`config.mk`:
```
export PLATFORM = sky130hd
export DESIGN_NAME = multi_pulse_seq
export DESIGN_NICKNAME = d
export VERILOG_FILES = /design/src/rtl/pulse_seq_pkg.sv /design/src/rtl/pulse_window.sv /design/src/rtl/multi_pulse_seq.sv
export SDC_FILE = /design/constraint.sdc
export NUM_CORES = 2
export LEC_CHECK = 0
export ABC_AREA = 1
export CAP_MARGIN = 20
export CORE_MARGIN = 5
export CORE_UTILIZATION = 35
export DETAILED_ROUTE_END_ITERATION = 8
export PLACE_DENSITY_LB_ADDON = 0.3
export REMOVE_ABC_BUFFERS = 1
export SLEW_MARGIN = 20
export SYNTH_ARGS = -nofsm -noshare
export SYNTH_HDL_FRONTEND = slang
export SYNTH_SLANG_ARGS = --single-unit
export TNS_END_PERCENT = 20
```
`constraint.sdc`:
```
create_clock -name clk_pll -period 18.54 [get_ports clk_pll]
set_clock_uncertainty 0.05 [all_clocks]
set_input_delay 3.708 -clock clk_pll [delete_from_list [all_inputs] [get_ports clk_pll]]
set_output_delay 3.708 -clock clk_pll [all_outputs]
set_load 0.01 [all_outputs]
```
`src/rtl/pulse_seq_pkg.sv`:
```
// Shared constants for the multi-pulse sequencer: register map, reset
// defaults and the per-window address decode helper.
`timescale 1ns/1ps
package pulse_seq_pkg;

    // Register map
    localparam logic [7:0] ADDR_PERIOD    = 8'h00;
    localparam logic [7:0] ADDR_NPULSE    = 8'h01;
    localparam logic [7:0] ADDR_CTRL      = 8'h02;
    localparam logic [7:0] ADDR_ATT_PROBE = 8'h03;
    localparam logic [7:0] ADDR_ATT_PUMP  = 8'h04;
    localparam logic [7:0] ADDR_WIN_BASE  = 8'h10;
    localparam logic [7:0] ADDR_COMMIT    = 8'hFF;

    // Reset defaults, shared by the shadow and active copies
    localparam int DEF_PERIOD    = 200000;
    localparam int DEF_NPULSE    = 2;
    localparam int DEF_START0    = 0;
    localparam int DEF_WIDTH0    = 30;
    localparam int DEF_START1    = 230;
    localparam int DEF_WIDTH1    = 30;
    localparam int DEF_ALT_EN    = 1;
    localparam int DEF_ATT_PROBE = 127;
    localparam int DEF_ATT_PUMP  = 0;
    localparam int DEF_END0      = DEF_START0 + DEF_WIDTH0;
    localparam int DEF_END1      = DEF_START1 + DEF_WIDTH1;
    localparam int DEF_SYNC_END  = (DEF_END1 > DEF_END0) ? DEF_END1 : DEF_END0;

    // Decoded window address: 0x10+2k is start[k], 0x11+2k is width[k]
    typedef struct packed {
        logic       hit;
        logic       is_width;
        logic [2:0] idx;
    } win_addr_t;

    function automatic win_addr_t decode_win_addr(input logic [7:0] addr);
        win_addr_t r;
        r.hit      = (addr[7:4] == 4'h1);
        r.is_width = addr[0];
        r.idx      = addr[3:1];
        return r;
    endfunction

endpackage

```
`src/rtl/pulse_window.sv`:
```
// One programmable pulse window: active while start <= cnt < start+width.
// The end is formed one bit wider than the counter so it cannot wrap.
`timescale 1ns/1ps
module pulse_window #(
    parameter int CW = 32
) (
    input  logic [CW-1:0] cnt,
    input  logic [CW-1:0] start,
    input  logic [CW-1:0] width,
    input  logic          en,
    output logic          active
);

    logic [CW:0] end_s;

    // Window membership test on the widened end value
    always_comb begin
        end_s  = {1'b0, start} + {1'b0, width};
        active = en && ({1'b0, cnt} >= {1'b0, start}) && ({1'b0, cnt} < end_s);
    end

endmodule

```
`src/rtl/multi_pulse_seq.sv`:
```
// N-pulse pump/probe sequencer. A shadow register file is written by the
// command decoder; a commit copies it into the active set at the next period
// wrap so a period in progress is never disturbed.
`timescale 1ns/1ps
module multi_pulse_seq
    import pulse_seq_pkg::*;
#(
    parameter int NPULSE     = 4,
    parameter int CW         = 32,
    parameter int ATT_W      = 7,
    parameter int ATT_DLY    = 20000,
    // Period loaded at reset; shortened only for quick simulation runs
    parameter int RST_PERIOD = DEF_PERIOD
) (
    input  logic             clk_pll,
    input  logic             rst,
    input  logic             cfg_wr,
    input  logic [7:0]       cfg_addr,
    input  logic [CW-1:0]    cfg_data,
    output logic             pulse,
    output logic             sync,
    output logic             pump_on,
    output logic [ATT_W-1:0] att,
    output logic             cycle_start,
    output logic             cfg_pending
);

    // Shadow copies
    logic [CW-1:0]    sh_period_r;
    logic [3:0]       sh_npulse_r;
    logic             sh_alt_en_r;
    logic [ATT_W-1:0] sh_att_probe_r;
    logic [ATT_W-1:0] sh_att_pump_r;
    logic [CW-1:0]    sh_start_r [NPULSE];
    logic [CW-1:0]    sh_width_r [NPULSE];

    // Active copies
    logic [CW-1:0]    act_period_r;
    logic [3:0]       act_npulse_r;
    logic             act_alt_en_r;
    logic [ATT_W-1:0] act_att_probe_r;
    logic [ATT_W-1:0] act_att_pump_r;
    logic [CW-1:0]    act_start_r [NPULSE];
    logic [CW-1:0]    act_width_r [NPULSE];
    logic [CW:0]      act_sync_end_r;
    logic [CW+1:0]    act_att_end_r;
    logic [CW:0]      act_end0_r;

    logic [CW-1:0]    cnt_r;
    logic             pending_r;
    logic             pump_r;

    win_addr_t        win_s;
    logic             commit_s;
    logic [CW-1:0]    period_eff_s;
    logic             wrap_s;
    logic             apply_s;
    logic             next_alt_s;
    logic [3:0]       npulse_sat_s;
    logic [CW:0]      sh_end_s [NPULSE];
    logic [CW:0]      sh_sync_end_s;
    logic [CW+1:0]    sh_att_end_s;
    logic [NPULSE-1:0] win_en_s;
    logic [NPULSE-1:0] win_act_s;
    logic [NPULSE-1:0] win_gated_s;
    logic             pulse_nxt_s;
    logic [ATT_W-1:0] att_nxt_s;

    assign cfg_pending = pending_r;

    // Write decode, wrap detection and apply condition
    always_comb begin
        win_s        = decode_win_addr(cfg_addr);
        commit_s     = cfg_wr && (cfg_addr == ADDR_COMMIT);
        period_eff_s = (act_period_r < CW'(2)) ? CW'(2) : act_period_r;
        wrap_s       = (cnt_r >= (period_eff_s - CW'(1)));
        // A commit arriving on the wrap cycle itself is applied immediately
        apply_s      = wrap_s && (pending_r || commit_s);
        next_alt_s   = apply_s ? sh_alt_en_r : act_alt_en_r;
        if (cfg_data > CW'(NPULSE)) begin
            npulse_sat_s = 4'(NPULSE);
        end else begin
            npulse_sat_s = cfg_data[3:0];
        end
    end

    // Window end sums from the shadow set, widened so they never overflow
    always_comb begin
        for (int k = 0; k < NPULSE; k++) begin
            sh_end_s[k] = {1'b0, sh_start_r[k]} + {1'b0, sh_width_r[k]};
        end
    end

    // Latest end over enabled, non-empty shadow windows; drives sync and att
    always_comb begin
        sh_sync_end_s = '0;
        for (int k = 0; k < NPULSE; k++) begin
            if ((4'(k) < sh_npulse_r) && (sh_width_r[k] != '0) &&
                (sh_end_s[k] > sh_sync_end_s)) begin
                sh_sync_end_s = sh_end_s[k];
            end else begin
                sh_sync_end_s = sh_sync_end_s;
            end
        end
        sh_att_end_s = {1'b0, sh_sync_end_s} + (CW+2)'(ATT_DLY);
    end

    // Shadow register file
    always_ff @(posedge clk_pll) begin
        if (rst) begin
            sh_period_r    <= CW'(RST_PERIOD);
            sh_npulse_r    <= 4'(DEF_NPULSE);
            sh_alt_en_r    <= 1'(DEF_ALT_EN);
            sh_att_probe_r <= ATT_W'(DEF_ATT_PROBE);
            sh_att_pump_r  <= ATT_W'(DEF_ATT_PUMP);
            for (int k = 0; k < NPULSE; k++) begin
                sh_start_r[k] <= (k == 1) ? CW'(DEF_START1) : CW'(DEF_START0);
                sh_width_r[k] <= (k == 0) ? CW'(DEF_WIDTH0) :
                                 (k == 1) ? CW'(DEF_WIDTH1) : CW'(0);
            end
        end else if (cfg_wr) begin
            case (cfg_addr)
                ADDR_PERIOD:    sh_period_r    <= cfg_data;
                ADDR_NPULSE:    sh_npulse_r    <= npulse_sat_s;
                ADDR_CTRL:      sh_alt_en_r    <= cfg_data[0];
                ADDR_ATT_PROBE: sh_att_probe_r <= cfg_data[ATT_W-1:0];
                ADDR_ATT_PUMP:  sh_att_pump_r  <= cfg_data[ATT_W-1:0];
                ADDR_COMMIT:    begin end
                default: begin
                    for (int k = 0; k < NPULSE; k++) begin
                        if (win_s.hit && (win_s.idx == 3'(k))) begin
                            if (win_s.is_width) begin
                                sh_width_r[k] <= cfg_data;
                            end else begin
                                sh_start_r[k] <= cfg_data;
                            end
                        end
                    end
                end
            endcase
        end
    end

    // Period counter, commit tracking, active-set load and pump alternation
    always_ff @(posedge clk_pll) begin
        if (rst) begin
            cnt_r           <= '0;
            pending_r       <= 1'b0;
            pump_r          <= 1'b1;
            act_period_r    <= CW'(RST_PERIOD);
            act_npulse_r    <= 4'(DEF_NPULSE);
            act_alt_en_r    <= 1'(DEF_ALT_EN);
            act_att_probe_r <= ATT_W'(DEF_ATT_PROBE);
            act_att_pump_r  <= ATT_W'(DEF_ATT_PUMP);
            act_sync_end_r  <= (CW+1)'(DEF_SYNC_END);
            act_att_end_r   <= (CW+2)'(DEF_SYNC_END) + (CW+2)'(ATT_DLY);
            act_end0_r      <= (CW+1)'(DEF_END0);
            for (int k = 0; k < NPULSE; k++) begin
                act_start_r[k] <= (k == 1) ? CW'(DEF_START1) : CW'(DEF_START0);
                act_width_r[k] <= (k == 0) ? CW'(DEF_WIDTH0) :
                                  (k == 1) ? CW'(DEF_WIDTH1) : CW'(0);
            end
        end else begin
            cnt_r <= wrap_s ? '0 : cnt_r + CW'(1);
            if (wrap_s) begin
                pump_r <= next_alt_s ? ~pump_r : 1'b1;
            end
            if (apply_s) begin
                pending_r       <= 1'b0;
                act_period_r    <= sh_period_r;
                act_npulse_r    <= sh_npulse_r;
                act_alt_en_r    <= sh_alt_en_r;
                act_att_probe_r <= sh_att_probe_r;
                act_att_pump_r  <= sh_att_pump_r;
                act_sync_end_r  <= sh_sync_end_s;
                act_att_end_r   <= sh_att_end_s;
                act_end0_r      <= sh_end_s[0];
                for (int k = 0; k < NPULSE; k++) begin
                    act_start_r[k] <= sh_start_r[k];
                    act_width_r[k] <= sh_width_r[k];
                end
            end else if (commit_s) begin
                pending_r <= 1'b1;
            end
        end
    end

    // Per-window comparators on the active set
    for (genvar k = 0; k < NPULSE; k++) begin : g_win
        assign win_en_s[k] = (4'(k) < act_npulse_r);
        pulse_window #(.CW(CW)) u_win (
            .cnt    (cnt_r),
            .start  (act_start_r[k]),
            .width  (act_width_r[k]),
            .en     (win_en_s[k]),
            .active (win_act_s[k])
        );
    end

    // Pump gating of window 0 and attenuator selection
    always_comb begin
        win_gated_s    = win_act_s;
        win_gated_s[0] = win_act_s[0] && !(act_alt_en_r && !pump_r);
        pulse_nxt_s    = |win_gated_s;
        if (({2'b00, cnt_r} >= {1'b0, act_end0_r}) &&
            ({2'b00, cnt_r} < act_att_end_r)) begin
            att_nxt_s = act_att_probe_r;
        end else begin
            att_nxt_s = act_att_pump_r;
        end
    end

    // Output registers: one cycle behind the counter
    always_ff @(posedge clk_pll) begin
        if (rst) begin
            pulse       <= 1'b0;
            sync        <= 1'b0;
            pump_on     <= 1'b1;
            att         <= '0;
            cycle_start <= 1'b0;
        end else begin
            pulse       <= pulse_nxt_s;
            sync        <= ({1'b0, cnt_r} < act_sync_end_r);
            pump_on     <= pump_r;
            att         <= att_nxt_s;
            cycle_start <= (cnt_r == '0);
        end
    end

endmodule
```
==> out/qor.yml <==
status: "complete, no violations"
layout-drive-gt1-share: 0.0594
die_h_um: 407
reg2regPathDepth: 62
crit_top_cell: "nand2_1"
grt_remaining_overflow: 0
yosysUniqueCellTypes: 80
grt_pass1_vias: 46401
die_width_um: 407
layout_setup_ws_ns: 7.24
path_max_fanout: 46
post_cts_buffers: 0
wl_um: 187000
final-instance-count-excl-fill: 9105
cts_resized: 0
fmax_ghz: 0.0885
hold_viol: 0
max_slew.worst_pin.slew_ns: 1.12
slew_headroom: 0.248
post-route-util: 0.391
hold-path-endpoint: "sh_period_r[28]"
core_um2: 156000
fill_cells: 16022
h-tree-depth: 3
holdCritStartpoint: "sh_period_r[28]"
r2r_start: "sh_start_r[0][0]"
fin_nets: 7749
r2r_end: "act_att_end_r[29]"
grt_start_max_net_pins: 112
drv_cap: 0
hold_depth: 2
yosysWarnings: 0
dpl_cell_area_um2: 58300
cts_tree: "built"
viasPerCell: 5.24
syn_area_per_cell_um2: 8.01
synth_cells: 6884
yosys_most_used_dff: "edfxtp_1"
period_share: 0.609
place_ws_ns: 7.40
place.port_buffers: 54
antenna_found_initial: 9
synth-edff-count: 512
wire_per_inst_um: 20.6
num_vias: 47737
vdd_drop_max_mv: 0.0716
die_area_um2: 166000
hold_ws_ns: 0.397
arrival_ns: 11.83
timing.final.max_slew_violations: 0
place_congestion: 0.968
cpMaxStageDelayCell: "clkinv_1"
cp_slowest_stage_delay_ns: 0.65
rsz0062_at_grt: "false"
clk_root_buffer_cell: "clkbuf_16"
leakagePower_nw: 28.2
final_common_cell: "nand2_1"
powerDensity_nw_per_um2: 83.3
cts_buffers: 86
stdcell_area_um2: 61200
drt_first_pass_iters: 6
clk_latency_ns: 0.72
cp.required_ns: 19.07
regArea_um2: 20200
layout_common_cells: "nand2_1, inv_1, nor2_1"
grt_pass1_wl_um: 279000
synth-async-reset-ratio: 0
setup_viol: 0
syn2layout_area_growth_pct: 11.0
dp.cells: 8935
clock_sinks: 754
crit_path_start_kind: "flip-flop"
synth-seq-cells: 754
ys_seq_area_frac: 0.367
fp-row-count: 145
power.total_mw: 5.10
period_minus_slack_ns: 11.30
dpl.hpwl_um: 148000
drc_errors: 0
r2r_slack_ns: 7.24
initial_core_util: 0.352
multi_input_area_um2: 30400
syn_area_um2: 55100
drt_first_iter_violations: 3527
grt_usage: 0.222
hold_buffers: 0
cp-end-kind: "flip-flop"
hold_class: "reg2reg"
ant_nets: 0
crit_type: "reg2reg"
ios: 55
tns_ns: 0
cts_buffer_depth: 3
clkTransAtPathRegs_ns: 0.06
==> Yosys cell counts (all sizes together) (3+ instances only) <==
master	instances	share of area
nand2	1211	0.086
inv	1074	0.073
nor2	896	0.062
ha	733	0.17
a21oi	579	0.053
edfxtp	512	0.28
o21ai	283	0.026
nand3	257	0.026
dfxtp	242	0.088
xor2	147	0.023
nand4	141	0.018
nor3	99	0.0094
clkbuf	95	0.0065
xnor2	90	0.014
o22ai	63	0.0071
nor4	55	0.0066
o211ai	49	0.0067
or2	36	0.0041
buf	34	0.0035
a31oi	25	0.0030
o21a	25	0.0034
clkinv	20	0.0014
a21boi	19	0.0026
a21o	19	0.0026
and2	18	0.0020
nand3b	18	0.0025
a211oi	17	0.0023
o21bai	17	0.0023
o31ai	17	0.0023
a22oi	15	0.0020
nor3b	12	0.0016
fa	8	0.0029
o2111ai	8	0.0013
and3	7	0.00079
o221a	7	0.0014
o221ai	7	0.0011
a2111oi	6	0.00095
a221oi	3	0.00048
o311ai	3	0.00048
==> final cells by class <==
| type | count | area share |
|---|---|---|
| multi-input cells | 4907 | 0.496 |
| flip-flops and latches | 754 | 0.330 |
| inverters | 1094 | 0.0674 |
| well taps | 2058 | 0.0421 |
| clock buffers | 102 | 0.0361 |
| repair buffers | 122 | 0.0174 |
| clock inverters | 58 | 0.0103 |
| diodes | 10 | 0.000409 |
==> kinds of logic (layout without fill, tap and decap cells) <==
family,Yosys count,after routing,synth area share
fa+ha+maj,741,741,0.169
compound gates,1176,1176,0.121
other cells,0,10,0
flops,754,754,0.367
xor+xnor,237,237,0.0378
buf+inv,1223,1376,0.0845
simple gates,2752,2752,0.220
mux,1,1,0.000182
==> critical path, delay by kind of cell (launching register included) <==
kind,cells,cell delay (ns)
buffers and inverters,7,2.01
AND/OR/NAND/NOR,39,5.10
AO/OA/AOI/OAI,10,1.87
flip-flops,1,0.35
adder cells (fa/ha/maj),6,1.76
==> how the worst max path moves through the flow <==
| stage | start | to | slack, ns |
|---|---|---|---|
| 6_report | sh_start_r[0][0] | act_att_end_r[29] | 7.24 |
| 5_1_grt | sh_start_r[0][0] | act_att_end_r[31] | 6.14 |
| 4_1_cts | sh_start_r[0][0] | act_att_end_r[29] | 7.33 |
| 3_5_place_dp | sh_start_r[0][0] | act_att_end_r[29] | 7.40 |
| 3_3_place_gp | sh_start_r[0][0] | act_att_end_r[25] | 7.54 |
| 2_1_floorplan | cfg_addr[1] | act_start_r[0][0] | 3.85 |
==> report_power, final <==
| group | internal (mW) | switching, mW | leakage [nW] | total (mW) |
|---|---|---|---|---|
| clock | 0.992 | 0.757 | 1.37 | 1.75 |
| sequential | 1.85 | 0.0424 | 6.83 | 1.90 |
| combinational | 0.469 | 0.987 | 20.0 | 1.46 |
==> metal layers <==
metal,vias to the layer above,share of wire,track usage
met3,315,0.053,0.0296
met4,4,0.048,0.0936
li1,23367,-,-
met5,-,0.00014,0
met1,22813,0.43,0.287
met2,1238,0.47,0.374
==> sequential cells by signal (all words and copies together), names as in the netlist, 7 cells and up <==
| register | count |
|---|---|
| act_start_r | 128 |
| act_width_r | 128 |
| sh_start_r | 128 |
| sh_width_r | 128 |
| act_end0_r | 33 |
| act_sync_end_r | 33 |
| act_period_r | 32 |
| cnt_r | 32 |
| sh_period_r | 32 |
| act_att_end_r | 29 |
| act_att_probe_r | 7 |
| act_att_pump_r | 7 |
| att | 7 |
| sh_att_probe_r | 7 |
| sh_att_pump_r | 7 |
No activity file was read; power rests on OpenSTA's default activity.
